`src/rtl/noc_mux_pkg.sv`:
```
// Shared constants and helpers for the NoC 2:1 merge primitive.
// Build option: MUX_OUT_REG_EN (see mux_2x1_comb.sv).
package noc_mux_pkg;

   localparam logic CMD_SEL_LOW  = 1'b0;
   localparam logic CMD_SEL_HIGH = 1'b1;

   localparam int LANE_LOW  = 0;
   localparam int LANE_HIGH = 1;

   // One bit of the dummy pattern; replicate to any width for the all-zero value.
   function automatic logic zero_fill_bit();
      return 1'b0;
   endfunction

   // One-hot lane select derived from enable and command bit 0.
   function automatic logic [1:0] lane_sel_onehot(input logic en, input logic cmd0);
      logic [1:0] sel;
      sel            = 2'b00;
      sel[LANE_HIGH] = en & (cmd0 == CMD_SEL_HIGH);
      sel[LANE_LOW]  = en & (cmd0 == CMD_SEL_LOW);
      return sel;
   endfunction

endpackage

```
`src/rtl/mux_2x1_comb_lane_gate.sv`:
```
// Single-lane gate: passes the lane's data and valid only when the lane is
// both selected and valid, otherwise drives zero. Two of these are ORed.
module mux_lane_gate #(
   parameter int DATA_WIDTH = 32
) (
   input  logic                  sel_i,
   input  logic                  valid_i,
   input  logic [DATA_WIDTH-1:0] data_i,
   output logic                  valid_o,
   output logic [DATA_WIDTH-1:0] data_o
);

   logic pass;

   // AND-gate the lane so an unselected or invalid lane contributes all zeros.
   always_comb begin
      pass    = sel_i & valid_i;
      valid_o = pass;
      data_o  = data_i & {DATA_WIDTH{pass}};
   end

endmodule

```
`src/rtl/mux_2x1_comb.sv`:
```
// 2:1 valid-qualified data mux for the NoC switch fabric, with a sticky
// select-error sideband flag.
// Build option: define MUX_OUT_REG_EN to register o_valid/o_data_bus (1-cycle
// latency); when undefined the data path is purely combinational.
module mux_2x1_comb
   import noc_mux_pkg::*;
#(
   parameter int DATA_WIDTH     = 32,
   parameter int COMMMAND_WIDTH = 1
) (
   input  logic                      clk,
   input  logic                      rst,
   input  logic [1:0]                i_valid,
   input  logic [2*DATA_WIDTH-1:0]   i_data_bus,
   input  logic                      i_en,
   input  logic [COMMMAND_WIDTH-1:0] i_cmd,
   output logic                      o_valid,
   output logic [DATA_WIDTH-1:0]     o_data_bus,
   output logic                      o_sel_err
);

   logic [1:0]                 sel_oh;
   logic [1:0]                 lane_vld;
   logic [1:0][DATA_WIDTH-1:0] lane_data;
   logic                       mux_valid;
   logic [DATA_WIDTH-1:0]      mux_data;
   logic                       sel_err_q;
   logic                       sel_err_d;

   // Decode enable and command bit 0 into a one-hot lane select.
   always_comb begin
      sel_oh = lane_sel_onehot(i_en, i_cmd[0]);
   end

   for (genvar g = 0; g < 2; g++) begin : g_lane
      mux_lane_gate #(.DATA_WIDTH(DATA_WIDTH)) u_gate (
         .sel_i   (sel_oh[g]),
         .valid_i (i_valid[g]),
         .data_i  (i_data_bus[g*DATA_WIDTH +: DATA_WIDTH]),
         .valid_o (lane_vld[g]),
         .data_o  (lane_data[g])
      );
   end

   // OR the two gated lanes; at most one can be non-zero.
   always_comb begin
      mux_valid = lane_vld[LANE_HIGH] | lane_vld[LANE_LOW];
      mux_data  = lane_data[LANE_HIGH] | lane_data[LANE_LOW];
   end

   // An enabled selection that produced no valid means the chosen lane was invalid.
   always_comb begin
      sel_err_d = sel_err_q | (i_en & ~mux_valid);
   end

   // Sticky error flag, cleared only by reset.
   always_ff @(posedge clk or posedge rst) begin
      if (rst) sel_err_q <= 1'b0;
      else     sel_err_q <= sel_err_d;
   end

   assign o_sel_err = sel_err_q;

`ifdef MUX_OUT_REG_EN
   logic                  valid_q;
   logic [DATA_WIDTH-1:0] data_q;

   // Output register; gated data is already zero when invalid.
   always_ff @(posedge clk or posedge rst) begin
      if (rst) begin
         valid_q <= 1'b0;
         data_q  <= {DATA_WIDTH{zero_fill_bit()}};
      end else begin
         valid_q <= mux_valid;
         data_q  <= mux_data;
      end
   end

   assign o_valid    = valid_q;
   assign o_data_bus = data_q;
`else
   assign o_valid    = mux_valid;
   assign o_data_bus = mux_data;
`endif

endmodule

```
`config.mk`:
```
export PLATFORM = sky130hd
export DESIGN_NAME = mux_2x1_comb
export DESIGN_NICKNAME = d
export VERILOG_FILES = /design/src/rtl/noc_mux_pkg.sv /design/src/rtl/mux_2x1_comb_lane_gate.sv /design/src/rtl/mux_2x1_comb.sv
export SDC_FILE = /design/constraint.sdc
export NUM_CORES = 1
export LEC_CHECK = 0
export CAP_MARGIN = 40
export CORE_UTILIZATION = 28
export CTS_CLUSTER_SIZE = 10
export DETAILED_ROUTE_END_ITERATION = 6
export GPL_TIMING_DRIVEN = 1
export MAX_ROUTING_LAYER = met4
export PLACE_DENSITY = 0.89
export SYNTH_ARGS = -nofsm -noshare
export SYNTH_HDL_FRONTEND = slang
export SYNTH_SLANG_ARGS = --single-unit
```
`constraint.sdc`:
```
create_clock -name clk -period 2.5 [get_ports clk]
set_input_delay 0.625 -clock clk [delete_from_list [all_inputs] [get_ports clk]]
set_output_delay 0.625 -clock clk [all_outputs]
set_load 0.02 [all_outputs]
```
==> impl.org, run 1 <==
** Status
- Result of the run :: finished, final reports clean

** Critical path
- For the worst flop-to-flop path, the logic depth is 1.
- Crit path DAT :: 1.86 ns
- Element type at the critical path start :: input port
- Worst Path Required :: 1.88 ns
- The startpoint identified for the worst register-to-register timing path is o_sel_err.
- Crit Path Category :: input port to output pin
- Category of the worst setup path capture point :: output pin
- The worst register-to-register path ends at o_sel_err.
- In this run the register-to-register setup slack is 1.82 ns.
- In this run the worst path has a maximum fanout of 12.

** Cells and area
- Filler cell count :: 243
- The repair_antennas step left the layout with diodes totalling 0.
- The flip-flop count of the largest register after layout is 1.
- Leading cell types in the layout, fill and taps excluded :: sky130_fd_sc_hd__clkdlybuf4s50_1, sky130_fd_sc_hd__nand3_1, sky130_fd_sc_hd__nand3b_1
- The area growth from synthesis to layout is 129%.
- Nets :: 286
- Post-route core utilization :: 67.0%
- Of the cells placed in the final design, the portion with a size suffix greater than 1 is 20.1%.
- Leaving out fill and tap cells, the most frequent cell in the layout is sky130_fd_sc_hd__clkdlybuf4s50_1.
- Non-Filler Instances :: 245

** Worst hold path
- The worst hold path belongs to the class flip-flop to flip-flop.
- Counting instances, the worst hold path has a depth of 1.
- The startpoint identified for the worst hold timing path is o_sel_err.
- Terminating pin of the worst hold path :: o_sel_err

** Synthesis
- XOR/XNOR share of the synthesized area :: 0%
- Of the total synthesized cell area, the portion taken by full adders, half adders and majority gates is 0%.
- Number of synthesis warnings :: 0
- The number of nets handed over by synthesis was 190.
- After Yosys synthesis, and, or, nand and nor cells account for 51.2% of the synthesized area.
- Number of distinct library cells after synthesis :: 13
- Mux share of post-synthesis cell area :: 0%
- Summing the areas of all compound-gate instances in the mapped netlist gives 32.0% of the synthesized area.
- Count of state elements after synthesis :: 1
- After synthesis, the largest family of logic cells by area is simple AND/OR/NAND/NOR gates.
- Mapped Cells :: 120
- Area of the mapped netlist :: 801 um^2
- Fraction of the yosys area taken by sequential cells :: 3.13%
- Synthesized area divided by synthesized cell count :: 6.67 um^2

** Power and ir drop
- Of the total power, the share spent switching nets is 37.4%.
- Combinational share of power :: 94.5%
- Total power of the final layout :: 0.000300 W
- In this run the power density over the cells is 164 mW/mm^2.
- Reg power frac :: 5.5%
- For this design the static power due to leakage is 0.679 nW.
- Internal power of the cells :: 0.000188 W
- Total net switching power :: 0.000112 W
- Across the VDD grid, the largest voltage drop is 0.136 mV.
- Portion of total power attributed to the clock network :: 0%

** Global route
- The first global-routing pass estimated 5.58 mm of wire.
- For this run, global-route usage on met1 was measured as 24.9%.
- Global routing finished with a remaining overflow of 0.
- The number of global-route vias before repair is 1263.
- Largest net degree at the start of global routing :: 34
- Tot GR Track Use :: 22.1%
- For this run, global-route usage on met2 was measured as 43.5%.
- The global routing stage identified its most utilized layer as met2.
- GR met3 Demand/Resource :: 1.17%
- The initial antenna violation count came to 0.

** Route
- After detailed routing, the number of vias per cell comes to 5.22.
- Wirelength per Cell :: 14.5 um
- In the routed design, unresolved DRC markers number 0.
- In this run the remaining antenna-violating nets after routing total 0.
- Post-Route WL :: 3.56 mm
- Before antenna repair, the detailed router went through 4 iterations.
- DRC violation total after the first TritonRoute iteration :: 36
- Vias post-DR :: 1279

** Timing
- For the pin with the worst max-slew slack, the measured transition is 0.220 ns.
- Post-route minimum period :: 2.48 ns
- Post-route clock period utilization :: 99.3%
- Worst hold slack after final layout :: 0.457 ns
- Worst clock skew :: 0 ns
- Measured against its own limit, the worst slew margin works out to 85.3%.
- The number of hold violations in the final report was 0.
- Setup repair after global routing missed its margin :: true
- Setup violations remaining at the end of the flow were counted as 0.
- Fmax :: 0.403 GHz
- Final number of max-transition violations :: 0
- PnR worst setup slack :: 0.0172 ns

** Placement
- After legalization and detailed placement, the total HPWL measured 2.65 mm.
- Routability-driven placement finished with a final weighted congestion of 0.741.
- Once placement completed, the tool counted placed cells totaling 244.
- Buffers placed on the I/O ports in this run total 103.
- Timing analysis after detailed placement gives a worst setup slack of -0.409 ns.

** Die
- Die Span X :: 55.5 um
- Die Span Y :: 55.5 um
- Die Area :: 0.00308 mm^2
- In this run the standard cell core region covers 0.00273 mm^2.
- For this configuration, the core starts out at a cell density of 29.3%.
- I/O pin total :: 104
- In this run the core area contains 19 standard-cell rows.

** Clock network
- Number of hold-repair buffers added at the cts stage :: 0
- Clock-pin slew on the worst setup and hold paths :: 0 ns
- Total setup buffers inserted after CTS :: 0
- Clock latency reported for the late side of the worst-skew pair :: 0 ns

** Flow run
- The tool flagged a number of max-cap violations equal to 0.
synth_stat cells (all sizes together):
master,count,area [um^2]
clkbuf,4,15.0
nand3,32,160
a31o,1,8.76
dfrtp,1,25.0
nand2b,1,6.26
buf,14,90.1
nand2,1,3.75
nand3b,32,240
inv,1,3.75
a21boi,33,248
power by group through the flow:
stage                     clock [W]  sequential, W  combinational, W
final                             0      0.0000165          0.000283
after global placement            0      0.0000165          0.000281
after CTS                         0      0.0000165          0.000289
after floorplan                   0      0.0000165          0.000118
after detailed placement          0      0.0000165          0.000289
after global routing              0      0.0000165          0.000302
area by class of cell:
class	count	area [um^2]	share of cell area (%)
inverter	1	3.75	0.205
tap	31	38.8	2.12
timing repair buffer	112	1100	59.9
multi-input combinational	100	667	36.4
sequential	1	25.0	1.37
critical path: stages:
cell and delay [ns]:
sky130_fd_sc_hd__clkdlybuf4s50_1 0.51, sky130_fd_sc_hd__buf_4 0.20, sky130_fd_sc_hd__nand3b_1 0.10, sky130_fd_sc_hd__a21boi_1 0.15, sky130_fd_sc_hd__clkdlybuf4s15_2 0.27
through the flow:
step	instance area, um^2	setup TNS [ns]
2_1_floorplan	801	0
3_3_place_gp	1840	-10.78
3_5_place_dp	1840	-12.03
4_1_cts	1890	0
5_1_grt	1830	-0.738
6_report	1830	0
cells by family after synthesis:
logic type / after synthesis
AND/OR/NAND/NOR: 66
AO/OA/AOI/OAI: 34
buffers and inverters: 19
flip-flops: 1
worst max-delay path by stage:
stage	start	to	slack, ns
floorplan	i_cmd	o_valid	0.48
global placement	i_cmd	o_data_bus[0]	-0.36
detailed placement	i_cmd	o_data_bus[11]	-0.41
CTS	i_valid[0]	o_data_bus[29]	0.0004
global route	i_valid[0]	o_data_bus[21]	-0.08
finish	i_valid[0]	o_data_bus[21]	0.02
layer usage:
| metal | part of all wire (%) | routed length [um] | vias to the layer above |
|---|---|---|---|
| met2 | 54 | 1930 | 51 |
| met1 | 40 | 1410 | 592 |
| met5 | 0 | 0 | - |
| met3 | 5.0 | 178 | 4 |
| met4 | 1.4 | 49 | 0 |
| li1 | - | - | 632 |
timing repair:
action                     in CTS  in global routing
gates cloned                    1                  0
resized for setup             104                 13
setup endpoints to repair      33                 30
Note: power is estimated with default switching activity, not from simulation.
==> inputs of run 2 (changes only) <==
--- a/config.mk
+++ b/config.mk
@@ -11,7 +11,7 @@
 export DETAILED_ROUTE_END_ITERATION = 6
 export GPL_TIMING_DRIVEN = 1
 export MAX_ROUTING_LAYER = met4
-export PLACE_DENSITY = 0.89
+export PLACE_DENSITY = 0.88
 export SYNTH_ARGS = -nofsm -noshare
 export SYNTH_HDL_FRONTEND = slang
 export SYNTH_SLANG_ARGS = --single-unit
==> impl.org, run 2 (synthesis results as in run 1) <==
** Die
- Starting utilization of the core area :: 29.3%
- The floorplan step defined a die boundary enclosing 0.00308 mm^2.
- Die Span X :: 55.5 um
- # rows :: 19
- 104 I/O pins were placed.
- In this run the standard cell core region covers 0.00273 mm^2.
- The die is 55.5 um tall.

** Timing
- Setup repair after global routing left no endpoint under its margin.
- The worst pin sits at a relative slew slack of 83.5%.
- Final number of max-transition violations :: 0
- Post-route clock period utilization :: 97.2%
- Total count of hold-check failures in the final report :: 0
- Final setup fails :: 0
- At the pin with the least slew margin, the transition time is 0.247 ns.
- For this run, the top clock speed supported by timing is 0.411 GHz.
- Worst clock skew :: 0 ns
- Post-route minimum period :: 2.43 ns

** Power and ir drop
- Registers are responsible for 5.3% of the overall power.
- Areal power density over the cells :: 167 mW/mm^2
- Internal power comes to 0.000194 W.
- The analysis attributes to cell leakage a power of 0.735 nW.
- Combinational share of power :: 94.7%
- The analysis attributes to net switching a power of 0.000116 W.
- Worst IR Drop VDD :: 0.110 mV
- In this run switching power makes up 37.4% of total power.
- Portion of total power attributed to the clock network :: 0%

** Worst hold path
- The path class of the tightest hold or removal check is flip-flop to flip-flop.
- Terminating pin of the worst hold path :: o_sel_err
- Hold depth :: 1
- Hold path startpoint :: o_sel_err

** Placement
- At the end of routability-driven placement, the weighted congestion stood at 0.737.
- Port buffering added 103 buffers.
- The number of placed instances, taps included, is 242.
- Half-perimeter wire length after detailed placement :: 2.52 mm
- The placed instances occupy a cell area of 0.00186 mm^2.

** Flow run
- Number of maximum-capacitance constraint violations :: 0

** Critical path
- Maximum fanout along the worst path :: 33
- R2R cell count :: 1
- The critical path in this run is classified as input port to output pin.
- Launch point of the worst path :: i_cmd
- Worst Path Required :: 1.88 ns
- Crit path DAT :: 1.81 ns
- R2R setup slack :: 1.80 ns
- R2r endpoint :: o_sel_err
- STA classifies the critical path endpoint as an output pin.
- The worst register-to-register path begins at o_sel_err.
- Element type at the critical path start :: input port

** Clock network
- Total setup buffers inserted after CTS :: 0
- Number of hold-repair buffers added at the cts stage :: 0
- Clock latency reported for the late side of the worst-skew pair :: 0 ns
- Clock-pin slew on the worst setup and hold paths :: 0 ns

** Cells and area
- The number of antenna diodes in the final layout is 0.
- After routing the design area is 0.00186 mm^2.
- Non-Filler Instances :: 245
- Area grow syn2layout :: 132%
- The library cell used most frequently in the layout, excluding fill and tap cells, is sky130_fd_sc_hd__clkdlybuf4s50_1.
- After the last flow step, the layout net total stands at 286.
- Cells fill 67.9% of the core in the end.
- Share of post-route cells with drive strength above 1 :: 20.1%
- In the layout the commonest cells are sky130_fd_sc_hd__clkdlybuf4s50_1, sky130_fd_sc_hd__nand3_1, sky130_fd_sc_hd__nand3b_1.
- The flip-flop count of the largest register after layout was 1.

** Global route
- Vias in the first global route :: 1249
- Largest net degree at the start of global routing :: 34
- Global-route congestion overflow total :: 0
- Wire length of the first global-routing pass :: 5.75 mm
- Number of antenna violations at the first check in global routing :: 0
- For this run, the total global-route usage over all layers was measured as 22.4%.

** Route
- Detailed routing inserted a total of 1336 vias.
- Dividing the detail-routed wire length by the instance count gives 15.3 um.
- For this block, the routed nets add up to 3.75 mm of wire.
- Vias per cell :: 5.45
- The pre-antenna-repair detailed-routing pass consisted of 5 iterations.
- Number of remaining DRC errors :: 0
- After the first detailed-routing iteration, the DRC count stood at 63.
- DRT antenna net count :: 0

** Status
- Result of the run :: finished, final reports clean
[run 2: cell types whose count changed in the layout (fill, tap and decap cells not counted), moves of 2 or more]
cell / previous run / this run
sky130_fd_sc_hd__buf_12: 1 / 4
sky130_fd_sc_hd__clkbuf_16: 0 / 2
sky130_fd_sc_hd__buf_2: 10 / 21
sky130_fd_sc_hd__clkdlybuf4s50_1: 69 / 67
sky130_fd_sc_hd__dlymetal6s2s_1: 0 / 2
sky130_fd_sc_hd__buf_6: 2 / 0
sky130_fd_sc_hd__clkdlybuf4s15_2: 19 / 12
sky130_fd_sc_hd__buf_4: 6 / 2
sky130_fd_sc_hd__clkbuf_2: 3 / 0
[run 2: through the flow]
stage | setup TNS (ns) | setup slack [ns] | power, W | hold slack [ns]
6_report | 0 | 0.0695 | 0.000310 | 0.476
5_1_grt | 0 | 0.0145 | 0.000328 | 0.487
4_1_cts | 0 | 0.0105 | 0.000310 | 0.468
3_5_place_dp | -11.78 | -0.404 | 0.000310 | 0.468
3_3_place_gp | -10.75 | -0.357 | 0.000304 | 0.451
2_1_floorplan | 0 | 0.479 | 0.000134 | 0.354
[run 2: area by class of cell]
cell class              count  area [um^2]
flip-flops and latches      1         25.0
repair buffers            112         1120
well taps                  31         38.8
multi-input cells         100          667
inverters                   1         3.75
fillers                   252          877
[run 2: how the worst max path moves through the flow]
stage | to | slack, ns | cells past startpoint
2_1_floorplan | o_valid | 0.48 | 3
3_3_place_gp | o_valid | -0.36 | 5
3_5_place_dp | o_data_bus[7] | -0.40 | 5
4_1_cts | o_data_bus[1] | 0.01 | 5
5_1_grt | o_data_bus[29] | 0.01 | 5
6_report | o_data_bus[25] | 0.07 | 5
[run 2: timing repair]
| action | 4_1_cts | 5_1_grt |
|---|---|---|
| gates resized for setup | 107 | 20 |
| setup endpoints to repair | 33 | 30 |
| cloned | 1 | 2 |
[run 2: routing by layer]
metal	up-vias	routed length (um)	GRT usage [%]
li1	634	-	-
met1	626	1520	25.9
met4	0	43	4.64
met3	6	218	2.58
met2	70	1970	41.5
met5	-	0	-
[run 2: worst max-delay path, stage by stage]
cell and delay [ns]:
sky130_fd_sc_hd__dlygate4sd2_1 0.28, sky130_fd_sc_hd__bufbuf_16 0.31, sky130_fd_sc_hd__nand3b_1 0.16, sky130_fd_sc_hd__a21boi_1 0.15
sky130_fd_sc_hd__clkdlybuf4s15_2 0.28
[run 2: power by group through the flow]
stage                     logic (W)  clock network, W  registers, W
final                      0.000293                 0     0.0000165
after CTS                  0.000293                 0     0.0000165
after detailed placement   0.000294                 0     0.0000165
after global routing       0.000311                 0     0.0000165
after global placement     0.000287                 0     0.0000165
after floorplan            0.000118                 0     0.0000165
